File: src/rtl/fir_stage_sched.sv
// fir_stage_sched: time-shares one FIR/MAC engine across a chain of decimating
// filter stages. Each stage owns a one-sample hold slot. A fixed-priority
// scheduler launches the engine on the deepest pending stage first, keeps every
// DEC-th result, and forwards it to the next stage or to the output stream.
module fir_stage_sched #(
    parameter int WIDTH    = 16,
    parameter int N_STAGES = 2,
    parameter int DEC      = 4,
    parameter int TIMEOUT  = 63
) (
    input  logic             clk,
    input  logic             rst_n,
    input  logic             in_valid,
    input  logic [WIDTH-1:0] in_data,
    output logic             fir_start,
    output logic [1:0]       fir_bank,
    output logic [WIDTH-1:0] fir_data,
    input  logic             fir_done,
    input  logic [WIDTH-1:0] fir_result,
    output logic             out_valid,
    output logic [WIDTH-1:0] out_data,
    output logic             busy,
    input  logic             clr_status,
    output logic             overrun,
    output logic             timeout_err
);

    localparam int SEL_W  = (N_STAGES > 1) ? $clog2(N_STAGES) : 1;
    localparam int DCNT_W = (DEC > 1) ? $clog2(DEC) : 1;
    localparam int WCNT_W = $clog2(TIMEOUT + 1);

    localparam logic [SEL_W-1:0]  LAST     = SEL_W'(N_STAGES - 1);
    localparam logic [DCNT_W-1:0] DCNT_MAX = DCNT_W'(DEC - 1);
    localparam logic [WCNT_W-1:0] WCNT_MAX = WCNT_W'(TIMEOUT);

    localparam logic [1:0] IDLE  = 2'd0;
    localparam logic [1:0] ISSUE = 2'd1;
    localparam logic [1:0] WAIT  = 2'd2;

    logic [1:0]        state;
    logic [SEL_W-1:0]  sel;
    logic [SEL_W-1:0]  grant;
    logic              any_pending;
    logic [WCNT_W-1:0] wcnt;

    logic [WIDTH-1:0]    hold [N_STAGES];
    logic [N_STAGES-1:0] pending;
    logic [DCNT_W-1:0]   dcnt [N_STAGES];

    logic slot0_free;   // stage-0 slot is being issued this cycle
    logic done_ok;      // engine result arrives while we are waiting for it
    logic keep;         // this result survives decimation
    logic timeout_hit;  // engine gave no answer within the wait budget
    logic accept0;      // new input sample takes the stage-0 slot
    logic drop0;        // new input sample finds the stage-0 slot occupied

    // Fixed-priority grant: the highest pending stage wins so results drain downstream first.
    always_comb begin
        // NOTE: defaults come first so no path leaves a variable unassigned (no inferred latch).
        any_pending = |pending;
        grant       = '0;
        for (int s = 0; s < N_STAGES; s++) begin
            if (pending[s]) grant = SEL_W'(s);
        end
    end

    assign slot0_free  = (state == ISSUE) && (sel == '0);
    assign done_ok     = (state == WAIT) && fir_done;
    assign keep        = done_ok && (dcnt[sel] == '0);
    assign timeout_hit = (state == WAIT) && !fir_done && (wcnt == WCNT_MAX);
    assign accept0     = in_valid && (!pending[0] || slot0_free);
    assign drop0       = in_valid && pending[0] && !slot0_free;

    // Engine handshake FSM: grant a stage, launch it, then wait for the result or give up.
    always_ff @(posedge clk or negedge rst_n) begin
        // NOTE: sequential state uses non-blocking assignments so every register sees pre-edge values.
        if (!rst_n) begin
            state     <= IDLE;
            sel       <= '0;
            wcnt      <= '0;
            busy      <= 1'b0;
            fir_start <= 1'b0;
            fir_bank  <= '0;
            fir_data  <= '0;
        end else begin
            fir_start <= 1'b0;
            case (state)
                IDLE: begin
                    if (any_pending) begin
                        sel   <= grant;
                        state <= ISSUE;
                        busy  <= 1'b1;
                    end
                end
                ISSUE: begin
                    fir_start <= 1'b1;
                    fir_bank  <= 2'(sel);
                    fir_data  <= hold[sel];
                    wcnt      <= '0;
                    state     <= WAIT;
                end
                WAIT: begin
                    if (fir_done || timeout_hit) begin
                        state <= IDLE;
                        busy  <= 1'b0;
                    end else begin
                        wcnt <= wcnt + 1'b1;
                    end
                end
                default: begin
                    state <= IDLE;
                    busy  <= 1'b0;
                end
            endcase
        end
    end

    // Per-stage slots: input capture, forwarding of kept results and decimation counters.
    always_ff @(posedge clk or negedge rst_n) begin
        if (!rst_n) begin
            pending <= '0;
            for (int s = 0; s < N_STAGES; s++) begin
                // NOTE: the hold slots are reset too, since their contents reach fir_data directly.
                hold[s] <= '0;
                dcnt[s] <= '0;
            end
        end else begin
            if (state == ISSUE) pending[sel] <= 1'b0;
            // Written after the issue clear so a sample arriving as slot 0 is issued still lands.
            if (accept0) begin
                hold[0]    <= in_data;
                pending[0] <= 1'b1;
            end
            for (int s = 0; s < N_STAGES - 1; s++) begin
                if (keep && (sel == SEL_W'(s))) begin
                    hold[s+1]    <= fir_result;
                    pending[s+1] <= 1'b1;
                end
            end
            // A timed-out launch never reaches here, so its counter is left alone.
            if (done_ok) begin
                dcnt[sel] <= (dcnt[sel] == DCNT_MAX) ? '0 : dcnt[sel] + 1'b1;
            end
        end
    end

    // Output stream and sticky status flags; a set event beats a same-cycle clear.
    always_ff @(posedge clk or negedge rst_n) begin
        if (!rst_n) begin
            out_valid   <= 1'b0;
            out_data    <= '0;
            overrun     <= 1'b0;
            timeout_err <= 1'b0;
        end else begin
            out_valid <= 1'b0;
            if (keep && (sel == LAST)) begin
                out_valid <= 1'b1;
                out_data  <= fir_result;
            end
            if (drop0)           overrun <= 1'b1;
            else if (clr_status) overrun <= 1'b0;
            if (timeout_hit)     timeout_err <= 1'b1;
            else if (clr_status) timeout_err <= 1'b0;
        end
    end

endmodule

File: config.mk
export PLATFORM = sky130hd
export DESIGN_NAME = fir_stage_sched
export DESIGN_NICKNAME = d
export VERILOG_FILES = /design/src/rtl/fir_stage_sched.sv
export SDC_FILE = /design/constraint.sdc
export NUM_CORES = 1
export LEC_CHECK = 0
export ABC_AREA = 1
export ABC_CLOCK_PERIOD_IN_PS = 3200
export BUFFER_PORTS_ARGS = -buffer_cell sky130_fd_sc_hd__buf_2
export CAP_MARGIN = 25
export CORE_ASPECT_RATIO = 1.4
export CORE_UTILIZATION = 57
export DETAILED_ROUTE_END_ITERATION = 8
export PLACE_DENSITY = 0.94
export SKIP_LAST_GASP = 1
export SYNTH_ARGS = -nofsm -noshare
export SYNTH_HDL_FRONTEND = slang
export SYNTH_SLANG_ARGS = --single-unit
File: constraint.sdc
create_clock -name clk -period 3.2 [get_ports clk]
set_input_delay 0.32 -clock clk [delete_from_list [all_inputs] [get_ports clk]]
set_output_delay 0.32 -clock clk [all_outputs]
set_load 0.005 [all_outputs]
# --- Yosys cells after proc, flatten, opt, wreduce, memory -nomap -nowiden ---
# Cells that the tools add are included.
word_totals:
  register_bits: 85
  in_bits: 37
  out_inout_bits: 39
op_classes:
  add_sub_neg: 2
  order_cmp: 4
  eq_ne: 7
  mux: 29
  bitwise: 5
  n_reduce_logical: 29
ops:
  columns: ["operator", "n"]
  rows:
  - ["2-to-1 mux 16 bit", 3]
  - ["2-to-1 mux 2 bit", 8]
  - ["logical AND 1 bit", 12]
  - ["case mux 6 bit (2 select lines)", 1]
  - ["2-to-1 mux 1 bit", 11]
  - ["nonzero test 2 bit", 5]
  - ["adder 6 x 1 -> 6 bit, second input constant", 1]
  - ["== test 6 bit, second input constant", 1]
  - ["2-to-1 mux 6 bit", 1]
  - ["case mux 2 bit (3 select lines)", 1]
  - ["AND reduction 2 bit", 3]
  - ["bitwise mux 4 bit", 1]
  - ["== test 2 bit, second input constant", 2]
  - ["zero test 2 bit", 2]
  - ["!= test 2 bit, second input constant", 2]
  - ["zero test 1 bit", 3]
  - ["case mux 1 bit (3 select lines)", 1]
  - ["AND reduction 3 bit", 1]
  - ["adder 2 x 1 -> 2 bit, second input constant", 1]
  - ["AND 2 bit", 1]
  - ["demux 2 bit (select 1 bit)", 1]
  - ["== test 2 x 1 -> 1 bit, second input constant", 1]
  - ["greater-or-equal comparator 2 bit, second input constant", 1]
  - ["logical OR 1 bit", 2]
  - ["other kinds (9)", 10]

# --- Logic depth before layout (Yosys ltp) ---
logic_depth:
  depth_word: 8
  ltp_mapped: 8
  mapped_depth_nobuf: 8

# --- Least setup slack after synthesis ---
# No wires, ideal clock.
synth_timing:
  path_kind: "reg2reg"
  startpoint: "register sel"
  endpoint: "register hold[3] (netlist bit)"
  setup_time_ps: 118
  arrival_time_ps: 1290
  slack_ps: 1792
  stages_incl_launch_ff: 8
  n_path_buf: 2
  cell_sequence: "dfrtp_1 > buf_2 > mux2i_1 > ha_1 > nand2_4 > clkbuf_8 > nand2_1 > o21ai_2"
synth_between:
  elab_chain_cells: 7
  elab_cells_between_ends: 8
  classes_between: "mux (3); bitwise (2); reduce/logical (3)"
synth_lines:
  columns: ["element", "line", "rtl"]
  rows:
  - ["start, declared", "41", "logic [SEL_W-1:0] sel;"]
  - ["start signal, assigned", "90", "sel <= grant;"]
  - ["inverter 1 -> 2 bit (implied by the code)", "69", "assign keep = done_ok && (dcnt[sel] == '0);"]
  - ["2-to-1 mux 2 bit (implied by the code) (3 in series)", "69", null]
  - ["zero test 2 bit", "69", null]
  - ["logical AND 1 bit", "69", null]
  - ["logical AND 1 bit (*)", "135", "if (keep && (sel == SEL_W'(s))) begin"]
  - ["end signal, assigned by index", "136", "hold[s+1] <= fir_result;"]
  - ["end, declared", "46", "logic [WIDTH-1:0] hold [N_STAGES];"]
# Mark *: on every way between the ends. The rest lies on a longest branch, timed or not. The select of a mux whose other input is x is not followed.
# A chain may end at the register's enable or synchronous reset.

# --- Worst setup path after layout ---
layout_timing:
  startpoint: "register sel"
  endpoint: "register out_data[9]"
layout_between:
  elab_chain_cells: 7
layout_lines:
  columns: ["element", "line", "rtl"]
  rows:
  - ["inverter 1 -> 2 bit (implied by the code)", "69", null]
  - ["2-to-1 mux 2 bit (implied by the code) (3 in series)", "69", null]
  - ["zero test 2 bit", "69", null]
  - ["logical AND 1 bit", "69", null]
  - ["logical AND 1 bit (*)", "156", "if (keep && (sel == LAST)) begin"]
  - ["end signal, assigned", "158", "out_data <= fir_result;"]
  - ["end, declared", "21", "output logic [WIDTH-1:0] out_data,"]
# Marked as above.

==> flow_metrics.env <==
export IMPL_swShare_pct=36.1
export IMPL_stdcell_count=534
export IMPL_critPathMaxFanout=33
export IMPL_overflow=0
export IMPL_post_place_cells=517
export IMPL_grt_usage_pct=24.1
export IMPL_yosysWarnings=0
export IMPL_insertion_delay_ns=0.35
export IMPL_max_slew_margin_pct=59.6
export IMPL_p_switching_uw=1380
export IMPL_wire_per_inst_um=14.2
export IMPL_ant_nets=0
export IMPL_nFillCells=460
export IMPL_synth_seq_cells=85
export IMPL_start_util_pct=58.9
export IMPL_chipHeight_um=96.8
export IMPL_hold_class="primary input to register"
export IMPL_clk_pin_slew_ns=0.08
export IMPL_tightest_slew_ns=0.605
export IMPL_tritoncts="done"
export IMPL_cts_sinks=85
export IMPL_via_per_inst=5.25
export IMPL_grt_pass1_wl_mm=12.6
export IMPL_synthCells=387
export IMPL_avgSynthCellArea_um2=9.45
export IMPL_portBuffers=74
export IMPL_finalCritPeriodShare_pct=52.6
export IMPL_dieArea_mm2=0.00675
export IMPL_drive_gt1_share_pct=27.9
export IMPL_dr_pass1_iters=4
export IMPL_finalCriticalPeriod_ns=1.68
export IMPL_finalSetupViolCount=0
export IMPL_nets=497
export IMPL_root_buffer="clkbuf_8"
export IMPL_grt_max_degree=86
export IMPL_multi_input_area_mm2=0.00126
export IMPL_cp_arrival_ns=1.91
export IMPL_p_seq_share_pct=47.1
export IMPL_syn_nets=426
export IMPL_cts_resized=0
export IMPL_dpl_hpwl_mm=5.40
export IMPL_ys_types=27
export IMPL_cts_htree_levels=3
export IMPL_p_int_uw=2450
export IMPL_holdWs_ns=0.175
export IMPL_synth_seq_area_share_pct=58.2
export IMPL_skew_ns=0.00507
export IMPL_p_clk_share_pct=21.2
export IMPL_numCtsBuffers=9
export IMPL_p_leak_uw=0.00232
export IMPL_n_antenna_cell=0
export IMPL_p_total_uw=3830
export IMPL_rsz0062_at_grt="no"
export IMPL_hold_viol=0
export IMPL_io_pins=76
export IMPL_crit_required_ns=3.43
export IMPL_critPathLaunchType="register"
export IMPL_endpoint_kind="register"
export IMPL_power_frac_comb_pct=31.7
export IMPL_vias=2803
export IMPL_ff_latch_area_mm2=0.00213
export IMPL_clk_path_buf_depth=2
export IMPL_gp_congestion=0.859
export IMPL_drc=0
export IMPL_antenna_found_initial=0
export IMPL_setup_tns_ns=0
export IMPL_fp_row_count=34
export IMPL_max_clock_freq_mhz=594
export IMPL_grt_pass1_vias=2811
export IMPL_outcome="completed"
export IMPL_finalWirelength_mm=7.57
export IMPL_peakVddDrop_v=0.000508
export IMPL_drt_iter0_markers=124
export IMPL_syn_to_final_growth_pct=15.9
export IMPL_cap_violations=0
export IMPL_drv_slew=0
export IMPL_core_area_mm2=0.00621
export IMPL_netlist_area_mm2=0.00366
export IMPL_power_per_cell_area_mw_per_mm2=904
export IMPL_critical_path_class="register to register"
export IMPL_die_x_um=69.7
placed cells by master, fill, tap and decap left out:
cell / instances
nand2_1: 133
dfrtp_1: 85
buf_2: 73
inv_1: 35
nand3_1: 35
o21ai_2: 24
nor2_1: 10
clkbuf_8: 10
o21ai_0: 9
o21ai_1: 9
nand2_4: 5
nor2_4: 4
xor2_1: 4
a21oi_1: 4
clkinv_2: 3
inv_2: 2
nand2_2: 2
o211ai_1: 2
ha_1: 2
bufinv_16: 2
mux2i_1: 1
nor3_1: 1
nor2_2: 1
or2_2: 1
o22ai_1: 1
conb_1: 1
dlygate4sd3_1: 1
buf_4: 1
buf_16: 1
synth_stat cells:
cell type | count | area [um^2]
nand2_1 | 133 | 499
dfrtp_1 | 85 | 2130
inv_1 | 35 | 131
nand3_1 | 35 | 175
o21ai_2 | 24 | 210
nor2_1 | 10 | 37.5
o21ai_0 | 9 | 45.0
o21ai_1 | 9 | 45.0
buf_6 | 6 | 67.6
nand2_4 | 5 | 56.3
a21oi_1 | 4 | 20.0
buf_4 | 4 | 30.0
nor2_4 | 4 | 45.0
xor2_1 | 4 | 35.0
clkbuf_1 | 3 | 11.3
buf_2 | 2 | 10.0
ha_1 | 2 | 25.0
inv_2 | 2 | 7.51
nand2_2 | 2 | 12.5
o211ai_1 | 2 | 15.0
clkbuf_8 | 1 | 13.8
conb_1 | 1 | 3.75
mux2i_1 | 1 | 10.0
nor2_2 | 1 | 6.26
nor3_1 | 1 | 5.00
o22ai_1 | 1 | 6.26
or2_2 | 1 | 6.26
metal layers:
metal / track usage [%] / wire length [um] / vias to the layer above / share of wire, %
li1: - / - / 1355 / -
met1: 28.8 / 2950 / 1349 / 39
met4: 12.2 / 194 / 0 / 2.6
met2: 41.7 / 4090 / 78 / 54
met5: 0 / 0 / - / 0
met3: 3.96 / 330 / 21 / 4.4
worst max-delay path, cell delays in order, from the launching register on:
cell and delay, ns:
dfrtp_1 0.52, mux2i_1 0.23, ha_1 0.29, nand2_4 0.28
nand2_1 0.18, o21ai_2 0.06
per-stage QoR:
stage	instance area, um^2	setup WS [ns]	utilization [%]
6_report	4240	1.52	68.2
3_5_place_dp	3990	1.56	64.2
2_1_floorplan	3660	1.79	-
4_1_cts	4200	1.53	67.6
3_3_place_gp	3990	1.64	64.2
5_1_grt	4240	1.38	68.2
cells by family after synthesis:
logic type      Yosys count  share of synthesized area (%)
simple gates            192                           23.1
buf+inv                  53                           7.42
compound gates           49                           9.34
other cells               1                          0.103
xor+xnor                  4                          0.958
fa+ha+maj                 2                          0.684
mux                       1                          0.274
flops                    85                           58.2
timing repair:
action / in CTS / in global routing
hold endpoints to repair: 0 / 11
hold buffers: 0 / 1
setup buffers: 0 / 0
state kept, by name, summed over array words and instances, names as in the netlist:
signal	flops
fir_start	1
fir_bank	1
out_valid	1
overrun	1
timeout_err	1
wcnt	6
fir_data	16
busy	1
out_data	16
sel	1
hold	32
pending	2
state	2
dcnt	4
power groups by stage:
stage	Clock, uW	Combinational (uW)	Sequential [uW]
floorplan	0	864	1750
global route	859	1380	1850
finish	811	1210	1810
detailed placement	0	1210	1810
CTS	817	1220	1810
global placement	0	1130	1800
worst paths after layout:
path / startpoint / slack, ns / depth (start not counted) / endpoint
max in group asynchronous: rst_n / 2.26 / 3 / fir_start
min reg2reg: dcnt[2] / 0.48 / 1 / dcnt[2]
max reg2reg: sel / 1.52 / 5 / out_data[9]
max: sel / 1.52 / 5 / out_data[9]
min in group asynchronous: rst_n / 0.35 / 2 / out_data[15]
min: clr_status / 0.17 / 2 / overrun
layout make-up:
class | instances | share of cell area [%]
clock buffers | 10 | 3.25
clock inverters | 5 | 1.77
inverters | 37 | 3.28
multi-input cells | 249 | 29.7
flip-flops and latches | 85 | 50.2
well taps | 72 | 2.13
repair buffers | 76 | 9.68
Note: power is estimated with default switching activity, not from simulation.
